## config.mk

```make
export PLATFORM = sky130hd
export DESIGN_NAME = uart_tx_arbiter
export DESIGN_NICKNAME = d
export VERILOG_FILES = /design/src/rtl/uart_pkg.sv /design/src/rtl/rr_pick.sv /design/src/rtl/uart_tx_arbiter.sv
export SDC_FILE = /design/constraint.sdc
export NUM_CORES = 1
export LEC_CHECK = 0
export ABC_AREA = 1
export CAP_MARGIN = 0
export CORE_MARGIN = 2
export CORE_UTILIZATION = 53
export CTS_CLUSTER_SIZE = 20
export DETAILED_ROUTE_END_ITERATION = 16
export PLACE_DENSITY = 0.81
export SLEW_MARGIN = 20
export SYNTH_ARGS = -nofsm -noshare
export SYNTH_HDL_FRONTEND = slang
export SYNTH_SLANG_ARGS = --single-unit
```

## constraint.sdc

```tcl
create_clock -name clk -period 1.9 [get_ports clk]
set_input_delay 0.57 -clock clk [delete_from_list [all_inputs] [get_ports clk]]
set_output_delay 0.57 -clock clk [all_outputs]
set_load 0.005 [all_outputs]
```

## src/rtl/uart_pkg.sv

```systemverilog
// uart_pkg: shared definitions for the UART transmit arbiter.
//   - FSM state encoding for uart_tx_arbiter
//   - default end-of-line character and line-lock idle budget
//   - hold counter width and a saturating increment helper
package uart_pkg;

    localparam int         STATE_W    = 3;
    localparam logic [2:0] ST_IDLE    = 3'd0;
    localparam logic [2:0] ST_LOAD    = 3'd1;
    localparam logic [2:0] ST_WAIT_LO = 3'd2;
    localparam logic [2:0] ST_WAIT_HI = 3'd3;
    localparam logic [2:0] ST_HOLD    = 3'd4;

    localparam logic [6:0] EOL_CHAR_DEFAULT    = 7'h0A;
    localparam int         LOCK_CYCLES_DEFAULT = 8192;

    localparam int                    HOLD_CNT_W   = 16;
    localparam logic [HOLD_CNT_W-1:0] HOLD_CNT_MAX = '1;

    // Counter increment that sticks at all-ones instead of wrapping to zero.
    function automatic logic [HOLD_CNT_W-1:0] sat_inc(input logic [HOLD_CNT_W-1:0] v);
        return (v == HOLD_CNT_MAX) ? v : v + 1'b1;
    endfunction

endpackage

```

## src/rtl/rr_pick.sv

```systemverilog
// rr_pick: round-robin priority select.
//   req    : per-requester request vector
//   last   : index of the previously granted requester
//   winner : first requesting index after 'last', wrapping around
//   valid  : at least one request bit is set
module rr_pick #(
    parameter int N_REQ = 3
) (
    input  logic [N_REQ-1:0] req,
    input  logic [1:0]       last,
    output logic [1:0]       winner,
    output logic             valid
);

    logic [1:0] hi_idx;
    logic [1:0] lo_idx;
    logic       hi_hit;
    logic       lo_hit;

    // Split the requests into those above 'last' and those at or below it.
    // Scanning downward leaves the lowest index of each half; the upper half
    // wins, the lower half is the wrap-around (so 'last' itself comes last).
    always_comb begin
        // NOTE: every signal gets a default before the loop so no path leaves
        // it unassigned; otherwise synthesis infers a latch.
        hi_idx = '0;
        lo_idx = '0;
        hi_hit = 1'b0;
        lo_hit = 1'b0;
        for (int i = N_REQ - 1; i >= 0; i--) begin
            if (req[i]) begin
                if (i > int'(last)) begin
                    hi_hit = 1'b1;
                    hi_idx = 2'(i);
                end else begin
                    lo_hit = 1'b1;
                    lo_idx = 2'(i);
                end
            end
        end
    end

    assign valid  = hi_hit | lo_hit;
    assign winner = hi_hit ? hi_idx : lo_idx;

endmodule

```

## src/rtl/uart_tx_arbiter.sv

```systemverilog
// uart_tx_arbiter: shares one UART transmitter between N_REQ requesters,
// round-robin per character, with a line lock that keeps the transmitter
// on one requester until it sends EOL_CHAR or idles for LOCK_CYCLES cycles.
//   clk, rst_n : system clock, asynchronous active-low reset
//   req, data  : per-requester valid and 7-bit character (requester i on [7i+6:7i])
//   ack        : one-cycle pulse, character of requester 'owner' accepted
//   tx_load    : load strobe to the transmitter, tx_data the character
//   tx_ready   : transmitter idle
//   owner      : current or last granted requester
//   locked     : line lock held by 'owner'
module uart_tx_arbiter
    import uart_pkg::*;
#(
    parameter int         N_REQ       = 3,
    parameter logic [6:0] EOL_CHAR    = EOL_CHAR_DEFAULT,
    parameter int         LOCK_CYCLES = LOCK_CYCLES_DEFAULT
) (
    input  logic               clk,
    input  logic               rst_n,
    input  logic [N_REQ-1:0]   req,
    input  logic [7*N_REQ-1:0] data,
    output logic [N_REQ-1:0]   ack,
    output logic               tx_load,
    output logic [6:0]         tx_data,
    input  logic               tx_ready,
    output logic [1:0]         owner,
    output logic               locked
);

    // Reset owner to the last index so requester 0 is first in line.
    localparam logic [1:0] OWNER_RST = 2'(N_REQ - 1);
    // One bit wider than the counter so LOCK_CYCLES up to 65536 compares cleanly.
    localparam logic [HOLD_CNT_W:0] HOLD_LIMIT = (HOLD_CNT_W + 1)'(LOCK_CYCLES - 1);

    logic [STATE_W-1:0]    state;
    logic [HOLD_CNT_W-1:0] hold_cnt;
    logic [HOLD_CNT_W-1:0] hold_next;
    logic                  lock_spent;
    logic                  lock_last;

    logic [1:0] pick_idx;
    logic       pick_valid;
    logic [6:0] pick_data;
    logic [6:0] owner_data;
    logic       owner_req;

    rr_pick #(
        .N_REQ (N_REQ)
    ) u_rr_pick (
        .req    (req),
        .last   (owner),
        .winner (pick_idx),
        .valid  (pick_valid)
    );

    // Character and request of the round-robin winner and of the lock owner.
    always_comb begin
        pick_data  = '0;
        owner_data = '0;
        owner_req  = 1'b0;
        for (int i = 0; i < N_REQ; i++) begin
            if (2'(i) == pick_idx) begin
                pick_data = data[7*i +: 7];
            end
            if (2'(i) == owner) begin
                owner_data = data[7*i +: 7];
                owner_req  = req[i];
            end
        end
    end

    assign hold_next = sat_inc(hold_cnt);
    // lock_spent only fires on HOLD entry when LOCK_CYCLES is 1 (no idle budget
    // at all); in that case the lock is released even if the owner is requesting.
    assign lock_spent = ({1'b0, hold_cnt}  >= HOLD_LIMIT);
    assign lock_last  = ({1'b0, hold_next} >= HOLD_LIMIT);

    always_ff @(posedge clk or negedge rst_n) begin
        if (!rst_n) begin
            state    <= ST_IDLE;
            owner    <= OWNER_RST;
            locked   <= 1'b0;
            tx_data  <= '0;
            hold_cnt <= '0;
        end else begin
            // NOTE: state registers use non-blocking assignments so every
            // branch below sees the values from before this clock edge.
            case (state)
                ST_IDLE: begin
                    if (pick_valid) begin
                        owner   <= pick_idx;
                        tx_data <= pick_data;
                        state   <= ST_LOAD;
                    end
                end
                ST_LOAD: begin
                    // No timeout: a busy transmitter just stretches the load.
                    if (tx_ready) begin
                        state <= ST_WAIT_LO;
                    end
                end
                ST_WAIT_LO: begin
                    if (!tx_ready) begin
                        state <= ST_WAIT_HI;
                    end
                end
                ST_WAIT_HI: begin
                    if (tx_ready) begin
                        if (tx_data == EOL_CHAR) begin
                            locked <= 1'b0;
                            state  <= ST_IDLE;
                        end else begin
                            locked   <= 1'b1;
                            hold_cnt <= '0;
                            state    <= ST_HOLD;
                        end
                    end
                end
                ST_HOLD: begin
                    if (lock_spent) begin
                        locked <= 1'b0;
                        state  <= ST_IDLE;
                    end else if (owner_req) begin
                        tx_data <= owner_data;
                        state   <= ST_LOAD;
                    end else begin
                        hold_cnt <= hold_next;
                        if (lock_last) begin
                            locked <= 1'b0;
                            state  <= ST_IDLE;
                        end
                    end
                end
                default: begin
                    state <= ST_IDLE;
                end
            endcase
        end
    end

    // Both strobes decode straight from state, so the asynchronous reset
    // clears them in the same instant it forces IDLE.
    assign tx_load = (state == ST_LOAD);

    always_comb begin
        ack = '0;
        for (int i = 0; i < N_REQ; i++) begin
            if (tx_load && tx_ready && (2'(i) == owner)) begin
                ack[i] = 1'b1;
            end
        end
    end

endmodule

```

==> results of run 1 <==
Yosys cell counts (all sizes together), types with 3 or more instances:
cell type / number
nor2: 33
xor2: 3
buf: 4
inv: 67
o21bai: 3
a221oi: 7
nand3: 30
a21oi: 5
nand2: 60
nand4: 4
dfrtp: 28
o22ai: 18
o21ai: 38
nor3: 3
sequential cells by signal, indices dropped and copies added (netlist names):
register,cells
hold_cnt,16
locked,1
owner,2
state,3
tx_data,7
cell type report:
cell class / instances / area (µm²) / share of cell area (%)
multi-input cells: 215 / 1330 / 40.9
repair buffers: 85 / 773 / 23.7
flip-flops and latches: 29 / 728 / 22.4
inverters: 68 / 259 / 7.95
clock buffers: 7 / 96.3 / 2.96
well taps: 50 / 62.6 / 1.92
clock inverters: 1 / 5.00 / 0.154
critical path, cell delays in order, from the launching register on:
cell	delay [ns]
dfrtp_1	0.45
nand2_1	0.11
nor2_1	0.23
nand2_2	0.13
clkinv_1	0.10
nand2_4	0.11
nand2_2	0.09
nand3_1	0.10
nor2_2	0.16
nand3_2	0.12
nand3_4	0.10
nand2_1	0.07
nand2_1	0.08
nand2_1	0.06
layer usage:
metal | up-vias | global-route usage (%) | wire [µm] | share of wire [%]
li1 | 1224 | - | - | -
met2 | 148 | 49.8 | 3330 | 49
met4 | 0 | 15.0 | 296 | 4.3
met3 | 37 | 3.65 | 453 | 6.6
met5 | - | 0 | 0 | 0
met1 | 1201 | 33.5 | 2730 | 40
stage by stage:
step	power, µW	instances	setup TNS, ns	cell area [µm²]
final	3550	455	-0.251	3260
after global routing	3780	455	-0.913	3260
after CTS	3330	448	-0.0224	3100
after detailed placement	2710	436	-7.02	2960
after global placement	2640	436	-5.00	2960
after floorplan	1820	316	0	2240
logic make-up (layout without fill, tap and decap cells):
group	Yosys count	count (layout)	share of synthesized area [%]
xor gates and xnor gates	4	4	1.56
DFF	29	29	32.4
adders and majority gates	1	1	0.557
AOI/OAI and AO/OA	77	77	23.2
buffers and inverters	72	161	12.7
and+or+nand+nor	133	133	29.6
placed cells by master, fill, tap and decap left out, types with 3 or more instances in the layout:
master | synthesis | final
o21ai_1 | 5 | 7
nand2_1 | 52 | 45
nor2_4 | 5 | 10
o22ai_2 | 3 | 3
nand4_1 | 4 | 4
a21oi_1 | 5 | 4
o21ai_0 | 31 | 29
nor2_2 | 7 | 10
inv_2 | 8 | 13
buf_12 | 0 | 3
nand2_4 | 3 | 5
dfrtp_1 | 28 | 27
nand3_1 | 28 | 28
nand2_2 | 5 | 10
a221oi_1 | 7 | 7
o21bai_1 | 3 | 3
clkdlybuf4s50_1 | 0 | 34
xor2_1 | 3 | 3
buf_4 | 1 | 38
nor2_1 | 21 | 13
buf_6 | 1 | 4
inv_1 | 59 | 53
clkbuf_8 | 0 | 7
o22ai_1 | 15 | 15
what timing repair did:
item | in CTS | in global routing
setup buffers | 4 | 7
gates resized for setup | 24 | 31
hold buffers | 0 | 0
endpoints found under the setup margin | 8 | 31
cloned | 0 | 0
pin swaps | 10 | 12
power by group through the flow:
stage                     Clock, µW  Combinational (µW)  Sequential (µW)
final                           584                2080              893
after global routing            611                2260              911
after CTS                       580                1860              890
after detailed placement          0                1820              890
after global placement            0                1750              884
after floorplan                   0                 919              902
how the worst max path moves through the flow:
stage,from,cells past startpoint,slack (ns),endpoint
finish,hold_cnt[12],13,-0.11,state[1]
CTS,hold_cnt[0],14,-0.01,state[1]
global placement,tx_ready,4,-0.39,ack[1]
detailed placement,tx_ready,4,-0.48,ack[0]
floorplan,hold_cnt[0],10,0.14,hold_cnt[0]
global route,hold_cnt[0],14,-0.16,state[1]
==> out/metrics.csv, run 1 <==
metric;value;unit
# nets final;432;
Crit Path Max Fanout;10;
H-Tree Depth;2;
row count;23;
Die W;69.1;µm
die area;4770;µm²
RSZ-0062 raised after global routing;yes;
vias in the first global route;2586;
core area;4030;µm²
clock tree from TritonCTS;built;
DRC Markers;0;
share of layout cells above drive strength 1;29.9;%
hold_sp;hold_cnt[14];
CP arrival;2.18;ns
number of buffers created by CTS;5;
HPWL after DPL;4.64;mm
sw power;1430;µW
Hold Path Class;flop to flop;
yosys warns;0;
RR Startpoint;hold_cnt[12];
maxcap violations;0;
initial antenna violation count;0;
Seq pwr share;25.1;%
worst-skew pair later-pin latency;0.29;ns
final period utilization;106;%
failing checks;negative setup slack;
P_leak;0.00155;µW
Port Buf Inserts;40;
crit end category;flop;
Slew Viols, Final;0;
min Tclk post-route;2.01;ns
cell taking the most area after synthesis;dfrtp_1;
Area Overhead vs Synth;45.2;%
Sw Ratio;40.1;%
Core Util, Final;80.9;%
Worst R2R Setup Slack;-0.11;ns
top cell type's share of synthesized area;31.2;%
post-synthesis net count;344;
Starting Density;55.7;%
gr ovfl total;0;
Pwr Density;1090;nW/µm²
clk buf depth;2;
I/O pin count;41;
syn_area_per_cell;7.10;µm²
gpl congestion;0.855;
number of distinct library cells after synthesis;39;
min setup slack post-route;-0.108;ns
drt wl/cell;15.0;µm
top cells by area, synth;dfrtp_1 (31%), inv_1 (9.9%), nand2_1 (8.7%);
Final Hold Fails;0;
skew final;0.0103;ns
Post-synth top flop;dfrtp_1;
clock sinks;29;
Worst-path clk slew;0.07;ns
Die H;69.1;µm
#FFs+latches synth;29;
Async SR Flop Fraction;100;%
WL final;6.82;mm
Max Freq;498;MHz
Crit Path Class;flop to flop;
count of flip-flops with a built-in enable after synthesis;0;
clock share of power;16.4;%
first-pass GRT wire length;11.2;mm
Antenna Violating Nets Remaining;0;
internal power;2130;µW
hold slack;0.528;ns
startpoint types;flop;
cell depth of the worst hold path;2;
status;complete, but fails checks;
Comb power frac;58.5;%
R2R depth;13;
max_slew headroom;74.5;%
CTS Root Cell;clkbuf_8;
Worst VDD drop;0.000707;V
Tightest Pin Transition;0.383;ns
n_diodes;0;
WP data required;2.07;ns
Detailed Route Iter0 Violations;209;
vias per inst;5.74;
number of instances in the synthesized netlist;316;
GRT Util Overall;28.4;%
worst r2r dst;state[1];
final setup fails;4;
vias post-DR;2610;
sink of the worst hold path;hold_cnt[14];
Filler cells;263;
pre-CTS setup slack;-0.483;ns
Mapped Area;2240;µm²
largest net degree at the start of global routing;30;
sequential area share after synthesis;32.4;%
First-pass DRT Iterations;5;
No activity file was read; power rests on OpenSTA's default activity.
==> run 2: changes to the inputs <==
- REMOVE_ABC_BUFFERS: default -> 1
==> out/metrics.csv, run 2 (synthesis gave the netlist of run 1 again) <==
metric;value;unit
vias post-DR;2530;
Max Freq;525;MHz
min setup slack post-route;-0.00651;ns
largest net degree at the start of global routing;30;
initial antenna violation count;0;
Worst-path clk slew;0.07;ns
Crit Path Max Fanout;5;
final setup fails;1;
Area Overhead vs Synth;45.0;%
P_leak;0.00158;µW
Core Util, Final;80.8;%
worst r2r dst;state[1];
Final Hold Fails;0;
clock tree from TritonCTS;built;
max_slew headroom;75.2;%
Pwr Density;1080;nW/µm²
core area;4030;µm²
RSZ-0062 raised after global routing;yes;
WL final;6.40;mm
commonest non-fill, non-tap cell in the layout;inv_1;
R2R depth;14;
RR Startpoint;hold_cnt[0];
CTS Root Cell;clkbuf_8;
DRC Markers;0;
First-pass DRT Iterations;4;
final period utilization;100;%
Die H;69.1;µm
number of buffers created by CTS;5;
clock sinks;29;
Tightest Pin Transition;0.372;ns
Filler cells;254;
# nets final;432;
failing checks;negative setup slack;
drt wl/cell;14.1;µm
Crit Path Class;flop to flop;
H-Tree Depth;2;
Post-Place Cell Area;2970;µm²
gr ovfl total;0;
clk buf depth;2;
Starting Density;55.7;%
vias in the first global route;2310;
startpoint types;flop;
HPWL after DPL;4.36;mm
Antenna Violating Nets Remaining;0;
first-pass GRT wire length;10.1;mm
maxcap violations;0;
skew final;0.00553;ns
Worst R2R Setup Slack;-0.007;ns
Cell Chain, Critical Path;ha_2 -> nand2_2 -> nor2_4 -> nand2_4 -> nor2_4 -> nor2_2 -> nor2_1 -> nand3_1 -> nor2_2 -> nand3_2 -> nand3_2 -> nand2_1 -> nand2_1 -> nand2_1;
Port Buf Inserts;40;
row count;23;
Worst VDD drop;0.000818;V
worst-skew pair later-pin latency;0.29;ns
max FFs per register;16;
Final Cell Area;3250;µm²
most frequent cells in the layout;inv_1 (54), nand2_1 (47), buf_4 (39);
Setup crit start;hold_cnt[0];
Largest Register;hold_cnt;
CP max stage delay;0.35;ns
CTS Hold Buffers Added;0;
critical path's slowest cell;dfrtp_1;
vias per inst;5.56;
die area;4770;µm²
WP data required;2.08;ns
min Tclk post-route;1.91;ns
Hold Path Class;flop to flop;
Die W;69.1;µm
status;complete, but fails checks;
Detailed Route Iter0 Violations;239;
GRT Util Overall;25.5;%
Regs by FF count;hold_cnt: 16 flops, tx_data: 7 flops, state: 3 flops;
share of layout cells above drive strength 1;29.6;%
CP arrival;2.09;ns
gpl congestion;0.830;
crit path to;state[1];
crit end category;flop;
n_diodes;0;
I/O pin count;41;
CP most frequent cell;nand2_1;
Slew Viols, Final;0;
## run 2: per-layer routing
metal / GRT usage, % / up-vias / wire length [µm]
li1: - / 1222 / -
met1: 32.7 / 1169 / 2690
met2: 42.8 / 116 / 3110
met3: 4.39 / 23 / 399
met4: 9.59 / 0 / 201
met5: 0 / - / 0
## run 2: layout make-up
class                           count  area, µm²  area share, %
Clock buffer                        7       96.3           2.96
Tap cell                           50       62.6           1.92
Timing Repair Buffer               85        776           23.8
Sequential cell                    29        728           22.4
Inverter                           68        259           7.96
Clock inverter                      1       5.00          0.154
Multi-Input combinational cell    215       1330           40.8
## run 2: how the worst min path moves through the flow
| stage | from | to | slack [ns] | cells past startpoint |
|---|---|---|---|---|
| after floorplan | rst_n | hold_cnt[0] | 0.27 | 0 |
| after global placement | locked | locked | 0.46 | 2 |
| after detailed placement | locked | locked | 0.47 | 2 |
| after CTS | locked | locked | 0.48 | 2 |
| after global routing | hold_cnt[14] | hold_cnt[14] | 0.54 | 2 |
| final | locked | locked | 0.50 | 2 |
## run 2: per-stage QoR
step | power [µW] | cells | setup slack (ns) | hold WS [ns] | setup TNS, ns
6_report | 3510 | 455 | -0.00651 | 0.505 | -0.00651
5_1_grt | 3740 | 455 | -0.141 | 0.540 | -0.320
4_1_cts | 3320 | 447 | -0.00461 | 0.484 | -0.00461
3_5_place_dp | 2680 | 437 | -0.424 | 0.469 | -6.02
3_3_place_gp | 2640 | 437 | -0.394 | 0.463 | -4.99
2_1_floorplan | 1770 | 312 | -0.131 | 0.274 | -1.73
## run 2: critical path, delay by kind of cell (launching register included)
family	cells	cell delay (ns)
and+or+nand+nor	13	1.26
adders and majority gates	1	0.19
DFF	1	0.35
## run 2: repair_timing
action	in CTS	in global routing
setup endpoints to repair	6	21
gates cloned	0	1
pin swaps	2	5
gates resized for setup	17	33
setup buffers	2	7
## run 2: report_power, final
part / leakage (µW) / internal (µW) / switching [µW]
Sequential: 0.000381 / 774 / 116
Combinational: 0.00115 / 1020 / 1030
Clock: 0.0000542 / 327 / 255
